===== config.mk =====
export PLATFORM = sky130hd
export DESIGN_NAME = neopixel_frame_ctrl
export DESIGN_NICKNAME = d
export VERILOG_FILES = /design/src/rtl/neopixel_pkg.sv /design/src/rtl/neopixel_gap_timer.sv /design/src/rtl/neopixel_frame_ctrl.sv
export SDC_FILE = /design/constraint.sdc
export NUM_CORES = 1
export LEC_CHECK = 0
export CAP_MARGIN = 25
export CORE_UTILIZATION = 46
export DETAILED_ROUTE_END_ITERATION = 8
export GPL_ROUTABILITY_DRIVEN = 0
export HOLD_SLACK_MARGIN = 0.1
export MAX_ROUTING_LAYER = met4
export PLACE_DENSITY = 0.72
export SETUP_SLACK_MARGIN = 0.3
export SLEW_MARGIN = 5
export SYNTH_ARGS = -nofsm -noshare
export SYNTH_HDL_FRONTEND = slang
export SYNTH_HIERARCHICAL = 1
export SYNTH_SLANG_ARGS = --single-unit

===== constraint.sdc =====
create_clock -name clk_16MHz -period 3.89 [get_ports clk_16MHz]
set_input_delay 0.9725 -clock clk_16MHz [delete_from_list [all_inputs] [get_ports clk_16MHz]]
set_output_delay 0.9725 -clock clk_16MHz [all_outputs]
set_load 0.05 [all_outputs]

===== src/rtl/neopixel_pkg.sv =====
// Shared types and default timing for the NeoPixel frame controller.
package neopixel_pkg;

  localparam int unsigned PIXEL_W            = 24;
  localparam int unsigned DEF_NBR_PIXELS     = 8;
  localparam int unsigned DEF_AW             = 3;
  localparam int unsigned DEF_LATCH_CYCLES   = 1280;
  localparam int unsigned DEF_REFRESH_CYCLES = 0;
  localparam int unsigned DEF_START_TIMEOUT  = 16;

  typedef enum logic [1:0] {IDLE, START, SEND, LATCH} np_state_e;

  typedef struct packed {
    logic [7:0] g;
    logic [7:0] r;
    logic [7:0] b;
  } grb_t;

  function automatic int unsigned max3(input int unsigned a, input int unsigned b,
                                       input int unsigned c);
    int unsigned m;
    m = (a > b) ? a : b;
    return (m > c) ? m : c;
  endfunction

endpackage


===== src/rtl/neopixel_gap_timer.sv =====
// Loadable saturating down-counter; done is registered and high while the count is zero.
module neopixel_gap_timer #(
  parameter int unsigned CW = 8
) (
  input  logic          clk_16MHz,
  input  logic          rst_n,
  input  logic          load,
  input  logic [CW-1:0] load_val,
  output logic          done
);

  logic [CW-1:0] cnt;

  always_ff @(posedge clk_16MHz or negedge rst_n) begin
    if (!rst_n) begin
      cnt  <= '0;
      done <= 1'b0;
    end else if (load) begin
      cnt  <= load_val;
      done <= (load_val == '0);
    end else if (cnt != '0) begin
      cnt  <= cnt - CW'(1);
      done <= (cnt == CW'(1));
    end
  end

endmodule


===== src/rtl/neopixel_frame_ctrl.sv =====
// Double-buffered GRB frame store plus start/busy/latch sequencing for the NeoPixel driver.
module neopixel_frame_ctrl
  import neopixel_pkg::*;
#(
  parameter int unsigned nbr_pixels     = DEF_NBR_PIXELS,
  parameter int unsigned AW             = DEF_AW,
  parameter int unsigned LATCH_CYCLES   = DEF_LATCH_CYCLES,
  parameter int unsigned REFRESH_CYCLES = DEF_REFRESH_CYCLES,
  parameter int unsigned START_TIMEOUT  = DEF_START_TIMEOUT
) (
  input  logic                          clk_16MHz,
  input  logic                          rst_n,
  input  logic                          wr_en,
  input  logic [AW-1:0]                 wr_addr,
  input  logic [PIXEL_W-1:0]            wr_data,
  input  logic                          commit,
  output logic [nbr_pixels*PIXEL_W-1:0] pix_data,
  output logic                          pix_start,
  input  logic                          pix_busy,
  output logic                          sending,
  output logic                          frame_done,
  output logic                          err_timeout
);

  localparam int unsigned FRAME_W = nbr_pixels * PIXEL_W;
  localparam int unsigned TMAX    = max3(LATCH_CYCLES, START_TIMEOUT, REFRESH_CYCLES);
  localparam int unsigned CW      = $clog2(TMAX + 1);
  localparam bit          REFRESH_EN = (REFRESH_CYCLES != 0);

  localparam logic [CW-1:0] START_LOAD =
    CW'((START_TIMEOUT > 1) ? START_TIMEOUT - 1 : 32'd0);
  localparam logic [CW-1:0] LATCH_LOAD =
    CW'((LATCH_CYCLES > 1) ? LATCH_CYCLES - 1 : 32'd0);
  localparam logic [CW-1:0] REFRESH_LOAD =
    CW'((REFRESH_CYCLES > 1) ? REFRESH_CYCLES - 1 : 32'd0);
  // First IDLE cycle after reset spends one count arming the timer.
  localparam logic [CW-1:0] FIRST_LOAD =
    CW'((REFRESH_CYCLES > 2) ? REFRESH_CYCLES - 2 : 32'd0);

  np_state_e          state;
  grb_t               shadow [nbr_pixels];
  logic [FRAME_W-1:0] shadow_flat;
  logic               pending;
  logic               primed;
  logic               wr_hit;
  logic               take_commit;
  logic               take_refresh;
  logic               start_expired;
  logic               tmr_load;
  logic [CW-1:0]      tmr_val;
  logic               tmr_done;

  // Pixel 0 sits in the most significant slice so it is shifted out first.
  always_comb begin
    shadow_flat = '0;
    for (int i = 0; i < int'(nbr_pixels); i++)
      shadow_flat[FRAME_W-1-PIXEL_W*i -: PIXEL_W] = shadow[i];
  end

  // Transition decode shared by the FSM and the time-shared gap timer.
  always_comb begin
    wr_hit        = wr_en && (32'(wr_addr) < nbr_pixels);
    take_commit   = (state == IDLE) && pending;
    take_refresh  = (state == IDLE) && !pending && REFRESH_EN &&
                    (primed ? tmr_done : (REFRESH_CYCLES == 1));
    start_expired = (state == START) && !pix_busy && tmr_done;
    tmr_load      = 1'b0;
    tmr_val       = '0;
    if (take_commit || take_refresh) begin
      tmr_load = 1'b1;
      tmr_val  = START_LOAD;
    end else if ((state == IDLE) && !primed) begin
      tmr_load = 1'b1;
      tmr_val  = FIRST_LOAD;
    end else if (start_expired) begin
      tmr_load = 1'b1;
      tmr_val  = REFRESH_LOAD;
    end else if ((state == SEND) && !pix_busy) begin
      tmr_load = 1'b1;
      tmr_val  = LATCH_LOAD;
    end else if ((state == LATCH) && tmr_done) begin
      tmr_load = 1'b1;
      tmr_val  = REFRESH_LOAD;
    end
  end

  neopixel_gap_timer #(.CW(CW)) u_gap_timer (
    .clk_16MHz (clk_16MHz),
    .rst_n     (rst_n),
    .load      (tmr_load),
    .load_val  (tmr_val),
    .done      (tmr_done)
  );

  always_ff @(posedge clk_16MHz or negedge rst_n) begin
    if (!rst_n) begin
      state       <= IDLE;
      pending     <= 1'b0;
      primed      <= 1'b0;
      pix_data    <= '0;
      pix_start   <= 1'b0;
      sending     <= 1'b0;
      frame_done  <= 1'b0;
      err_timeout <= 1'b0;
      for (int i = 0; i < int'(nbr_pixels); i++) shadow[i] <= '0;
    end else begin
      primed     <= 1'b1;
      frame_done <= 1'b0;
      // A commit on the consuming edge is kept for the following frame.
      pending    <= commit || (pending && !take_commit);
      if (wr_hit) shadow[wr_addr] <= grb_t'(wr_data);
      unique case (state)
        IDLE: begin
          if (take_commit) begin
            pix_data  <= shadow_flat;
            pix_start <= 1'b1;
            sending   <= 1'b1;
            state     <= START;
          end else if (take_refresh) begin
            pix_start <= 1'b1;
            sending   <= 1'b1;
            state     <= START;
          end
        end
        START: begin
          if (pix_busy) begin
            state <= SEND;
          end else if (start_expired) begin
            err_timeout <= 1'b1;
            pix_start   <= 1'b0;
            sending     <= 1'b0;
            state       <= IDLE;
          end
        end
        SEND: begin
          if (!pix_busy) begin
            pix_start <= 1'b0;
            state     <= LATCH;
          end
        end
        LATCH: begin
          if (tmr_done) begin
            sending    <= 1'b0;
            frame_done <= 1'b1;
            state      <= IDLE;
          end
        end
      endcase
    end
  end

endmodule


==> impl_metrics.tcl, run 1 <==
set metrics [dict create \
    multi_input_area_um2 5110 \
    cts.path.max_buffers 3 \
    via_per_inst 5.18 \
    ctsResizeCount 0 \
    core_area_um2 32900 \
    antenna_found_initial 2 \
    synth_warnings 6 \
    max_cap_viol_count 0 \
    worst_pin_slew_ns 0.935 \
    cts_hold_buffers 0 \
    cp_max_fo 24 \
    hold_class "input pin to async pin" \
    grt_use_total_pct 20.4 \
    synth_cells 944 \
    regArea_um2 10100 \
    drt_first_iter_violations 360 \
    worstPathArrival_ns 3.18 \
    hpwl_um 21500 \
    synthArstFlopShare_pct 100 \
    finalCriticalPeriod_ns 2.78 \
    grt_setup_unrepaired "false" \
    slew_headroom_pct 37.4 \
    grt_pass1_wl_um 51900 \
    ant_nets 0 \
    clock-root-buffer "clkbuf_16" \
    setup_tns_ns 0 \
    io_pins 228 \
    grt_max_degree 84 \
    syn_to_final_growth_pct 27.2 \
    htree_levels 2 \
    path_clk_slew_ns 0.06 \
    wire_per_inst_um 19.8 \
    cts_tree "yes" \
    path_class "input pin to flop" \
    dr.pass1.iters 4 \
    post_cts_buffers 0 \
    worstSetupStartpointType "input pin" \
    first_global_vias 8898 \
    seq_area_frac_synth_pct 65.2 \
    synth-edff-count 0 \
    required_ns 4.29 \
    min_period_over_period_pct 71.4 \
    status "finished, final reports clean" \
    endpoint_kind "flop" \
    ys.flop_type "dfrtp_1" \
    drive_gt1_share_pct 39.5 \
    wirelength_um 33000 \
    clk_latency_ns 0.52 \
    cts.sinks 404 \
    synth_cell_type_count 44 \
    slew_viol_final 0 \
    reg_top3 "pix_data: 192 flops, shadow: 192 flops, u_gap_timer/cnt: 11 flops" \
    ys_ff_latch 404 \
    finalSetupViolCount 0 \
    synthesis.area_um2 15500 \
    fin_skew_ns 0.0102 \
    avgSynthCellArea_um2 16.4 \
    drc 0 \
    numCtsBuffers 42 \
    die_h_um 186 \
    max_freq_mhz 360 \
    fillers 2561 \
    die-area_um2 34400 \
    final_nets 1231 \
    rows 66 \
    rr_worst_depth 7 \
    grt-ovfl-total 0 \
    num_vias 8622 \
    hold_viol 0 \
    die_x_um 186 \
    port_buffers 227 \
    start_util_pct 47.2 \
]
[worst max-delay path, cell delays in order]
cell and delay [ns]:
clkdlybuf4s50_1 0.77, nand4b_2 0.85, mux2_2 0.57
[cell families (layout without fill, tap and decap cells)]
family,count (synthesis),in the layout,synth area share (%)
flops,404,404,65.2
xor+xnor,7,7,0.396
fa+ha+maj,8,8,0.646
simple gates,54,54,2.43
compound gates,26,26,1.18
other cells,2,6,0.0485
mux,388,388,28.2
buf+inv,55,329,1.91
[final timing paths]
path                       slack (ns)               end        from
max                              1.11        shadow[54]  wr_addr[2]
min                              0.46      pix_data[44]       rst_n
max reg2reg                      1.31  u_gap_timer/done    state[0]
min reg2reg                      0.49      pix_data[47]  shadow[47]
max in group asynchronous        2.56        shadow[29]       rst_n
min in group clk_16MHz           0.49      pix_data[47]  shadow[47]
[per-stage QoR]
| step | hold slack [ns] | cells | utilization [%] | instance area (um2) | worst slack (ns) |
|---|---|---|---|---|---|
| floorplan | 0.454 | 946 | - | 15500 | 1.69 |
| global placement | 0.460 | 1589 | 55.7 | 18300 | 0.643 |
| detailed placement | 0.480 | 1589 | 55.7 | 18300 | 0.556 |
| CTS | 0.476 | 1662 | 60.0 | 19700 | 1.11 |
| global route | 0.493 | 1664 | 60.0 | 19700 | 0.993 |
| finish | 0.459 | 1664 | 60.0 | 19700 | 1.11 |
[cells in the final DEF, fill, tap and decap left out, types with 3 or more instances in the layout]
master / count
a22o_1: 5
buf_12: 6
buf_4: 13
bufinv_16: 5
clkbuf_1: 6
clkbuf_16: 43
clkbuf_8: 4
clkdlybuf4s50_1: 226
clkinv_2: 8
clkinv_4: 5
conb_1: 4
dfrtp_1: 404
ha_1: 8
inv_1: 10
mux2_1: 3
mux2_2: 382
mux2i_1: 3
nand2_1: 16
nand3_1: 3
nor2_1: 11
nor4_1: 3
o21ai_0: 5
o31ai_1: 3
xnor2_1: 4
xor2_1: 3
[area by class of cell]
cell class / instances / share of cell area, %
Sequential cell: 404 / 51.3
Multi-Input combinational cell: 487 / 25.9
Timing Repair Buffer: 246 / 12.7
Clock buffer: 53 / 5.85
Tap cell: 442 / 2.80
Clock inverter: 20 / 1.28
Inverter: 10 / 0.190
Antenna cell: 2 / 0.0254
[cells in the mapped netlist, types with 2 or more instances]
| library cell | n | area share (%) |
|---|---|---|
| dfrtp_1 | 404 | 65 |
| mux2_2 | 382 | 28 |
| buf_2 | 29 | 0.94 |
| nand2_1 | 17 | 0.41 |
| nor2_1 | 11 | 0.27 |
| inv_1 | 10 | 0.24 |
| buf_4 | 8 | 0.39 |
| ha_1 | 8 | 0.65 |
| a22o_1 | 5 | 0.28 |
| clkbuf_1 | 5 | 0.12 |
| o21ai_0 | 5 | 0.16 |
| xnor2_1 | 4 | 0.23 |
| buf_6 | 3 | 0.22 |
| mux2_1 | 3 | 0.22 |
| mux2i_1 | 3 | 0.19 |
| nand3_1 | 3 | 0.097 |
| nor4_1 | 3 | 0.12 |
| o31ai_1 | 3 | 0.15 |
| xor2_1 | 3 | 0.17 |
| a211oi_1 | 2 | 0.097 |
| a21o_1 | 2 | 0.097 |
| a31oi_1 | 2 | 0.081 |
| conb_1 | 2 | 0.048 |
| nand4_1 | 2 | 0.081 |
| nand4b_2 | 2 | 0.19 |
| nor3b_2 | 2 | 0.16 |
| nor3b_4 | 2 | 0.24 |
| nor4_4 | 2 | 0.27 |
| o21ai_1 | 2 | 0.065 |
[routing by layer]
metal	vias to the layer above	track usage (%)	routed length (um)
met5	-	-	0
met3	57	6.61	2830
met2	222	31.5	15400
li1	3850	-	-
met1	4493	25.9	14200
met4	0	5.41	612
Power of run 1 is left out: the tool's default activity adds up to more than one toggle a clock period on the data nets, which glitch-free logic cannot reach.
==> run 2, diff against run 1 <==
- PLACE_DENSITY: 0.72 -> 0.75
- clock period: 3.89 -> 2.5 ns (I/O delays scaled with it)
==> run 2 against run 1 <==
Clock skew is 0.0077 ns higher. Final area is 0.32% lower. Cell count is 0.84% higher. Sequential share of layout area is 0.16 points higher. Global-route usage hardly changed. Critical path type is now flop to primary output. Non-clock buffer count is 15 higher. Via count is 0.50% higher. Wire length is 0.97% higher. Worst hold slack better by 0.0080 ns.
==> impl_metrics.tcl, run 2 (same netlist as run 1, synthesis figures left out) <==
set metrics [dict create \
    status "finished, final reports clean" \
    drive_gt1_share_pct 39.9 \
    drc 0 \
    die_x_um 186 \
    first_global_vias 9095 \
    syn_to_final_growth_pct 26.8 \
    cp_slowest_cell "dlygate4sd2_1" \
    port_buffers 227 \
    final_common_cell "dfrtp_1" \
    wire_per_inst_um 19.8 \
    fillers 2634 \
    crit_chain "dlygate4sd2_1" \
    antenna_found_initial 1 \
    hold_viol 0 \
    core_area_um2 32900 \
    max_freq_mhz 472 \
    finalCriticalPeriod_ns 2.12 \
    cts_tree "yes" \
    layout_common_cells "dfrtp_1, mux2_2, dlygate4sd2_1" \
    finalSetupViolCount 0 \
    fin_skew_ns 0.0180 \
    rows 66 \
    grt_max_degree 65 \
    clock-root-buffer "clkbuf_16" \
    min_period_over_period_pct 84.8 \
    required_ns 1.88 \
    hpwl_um 22100 \
    die_h_um 186 \
    die-area_um2 34400 \
    final_nets 1246 \
    hold_class "flop to flop" \
    cp_max_fo 2 \
    reg_top3 "pix_data: 192 flops, shadow: 192 flops, u_gap_timer/cnt: 11 flops" \
    path_class "flop to primary output" \
    dr.pass1.iters 4 \
    path_clk_slew_ns 0.06 \
    grt_use_total_pct 20.4 \
    slew_viol_final 0 \
    cp_num_buf_inv 1 \
    worstPathArrival_ns 1.49 \
    io_pins 228 \
    grt-ovfl-total 0 \
    via_per_inst 5.16 \
    ant_nets 0 \
    worstSetupStartpointType "flop" \
    wirelength_um 33300 \
    numCtsBuffers 42 \
    num_vias 8665 \
    setup_tns_ns 0 \
    slew_headroom_pct 58.7 \
    endpoint_kind "primary output" \
    start_util_pct 47.2 \
    htree_levels 2 \
    max_cap_viol_count 0 \
    clk_latency_ns 0.53 \
    cp_top_family "buffers and inverters" \
    crit_path_max_incr_delay_ns 0.62 \
    post_cts_buffers 0 \
    grt_pass1_wl_um 52200 \
    grt_setup_unrepaired "false" \
    drt_first_iter_violations 319 \
    cts.path.max_buffers 3 \
    cts.sinks 404 \
    worst_pin_slew_ns 0.622 \
]
## run 2: worst reg2reg max path, stage by stage, from the launching register on
cell and delay [ns]:
dfrtp_1 0.41, inv_1 0.11, ha_1 0.24, nor3b_2 0.33
and3_1 0.38, mux2_1 0.35, o21ai_1 0.12
## run 2: routing by layer
| metal | GRT usage (%) | share of wire, % | wire length [um] | vias to the layer above |
|---|---|---|---|---|
| li1 | - | - | - | 3879 |
| met1 | 25.7 | 44 | 14600 | 4505 |
| met2 | 31.8 | 46 | 15400 | 228 |
| met3 | 6.79 | 8.3 | 2750 | 53 |
| met4 | 4.82 | 1.8 | 584 | 0 |
| met5 | - | 0 | 0 | - |
## run 2: worst paths after layout
kind,from,to,slack [ns],cells after the start
min in group asynchronous,rst_n,pix_data[20],0.66,2
max,pix_data[10],pix_data[10],0.38,1
max reg2reg,u_gap_timer/cnt[0],u_gap_timer/cnt[1],0.49,6
min,err_timeout,err_timeout,0.47,1
max in group asynchronous,rst_n,pix_data[161],1.09,3
min reg2reg,err_timeout,err_timeout,0.47,1
## run 2: repair_timing
item | 4_1_cts | 5_1_grt
hold buffers | 1 | 0
hold endpoints to repair | 48 | 0
endpoints found under the setup margin | 196 | 4
resized for setup | 196 | 1
## run 2: area by class of cell
| class | count | area [um2] | area share [%] |
|---|---|---|---|
| inverters | 10 | 37.5 | 0.191 |
| well taps | 442 | 553 | 2.81 |
| repair buffers | 261 | 2480 | 12.6 |
| clock buffers | 60 | 1210 | 6.15 |
| clock inverters | 13 | 146 | 0.745 |
| diodes | 1 | 2.50 | 0.0127 |
| flip-flops and latches | 404 | 10100 | 51.4 |
| multi-input cells | 487 | 5120 | 26.1 |
## run 2: per-stage QoR
| stage | util (%) | hold slack, ns | area, um2 | cells | setup slack [ns] |
|---|---|---|---|---|---|
| after floorplan | - | 0.329 | 15500 | 946 | 0.468 |
| after detailed placement | 56.4 | 0.461 | 18500 | 1603 | 0.119 |
| final | 59.8 | 0.467 | 19700 | 1678 | 0.381 |
| after global placement | 56.4 | 0.457 | 18500 | 1603 | 0.188 |
| after global routing | 59.8 | 0.482 | 19700 | 1678 | 0.322 |
| after CTS | 59.8 | 0.473 | 19600 | 1677 | 0.362 |
Power of run 2 is left out for the same reason.
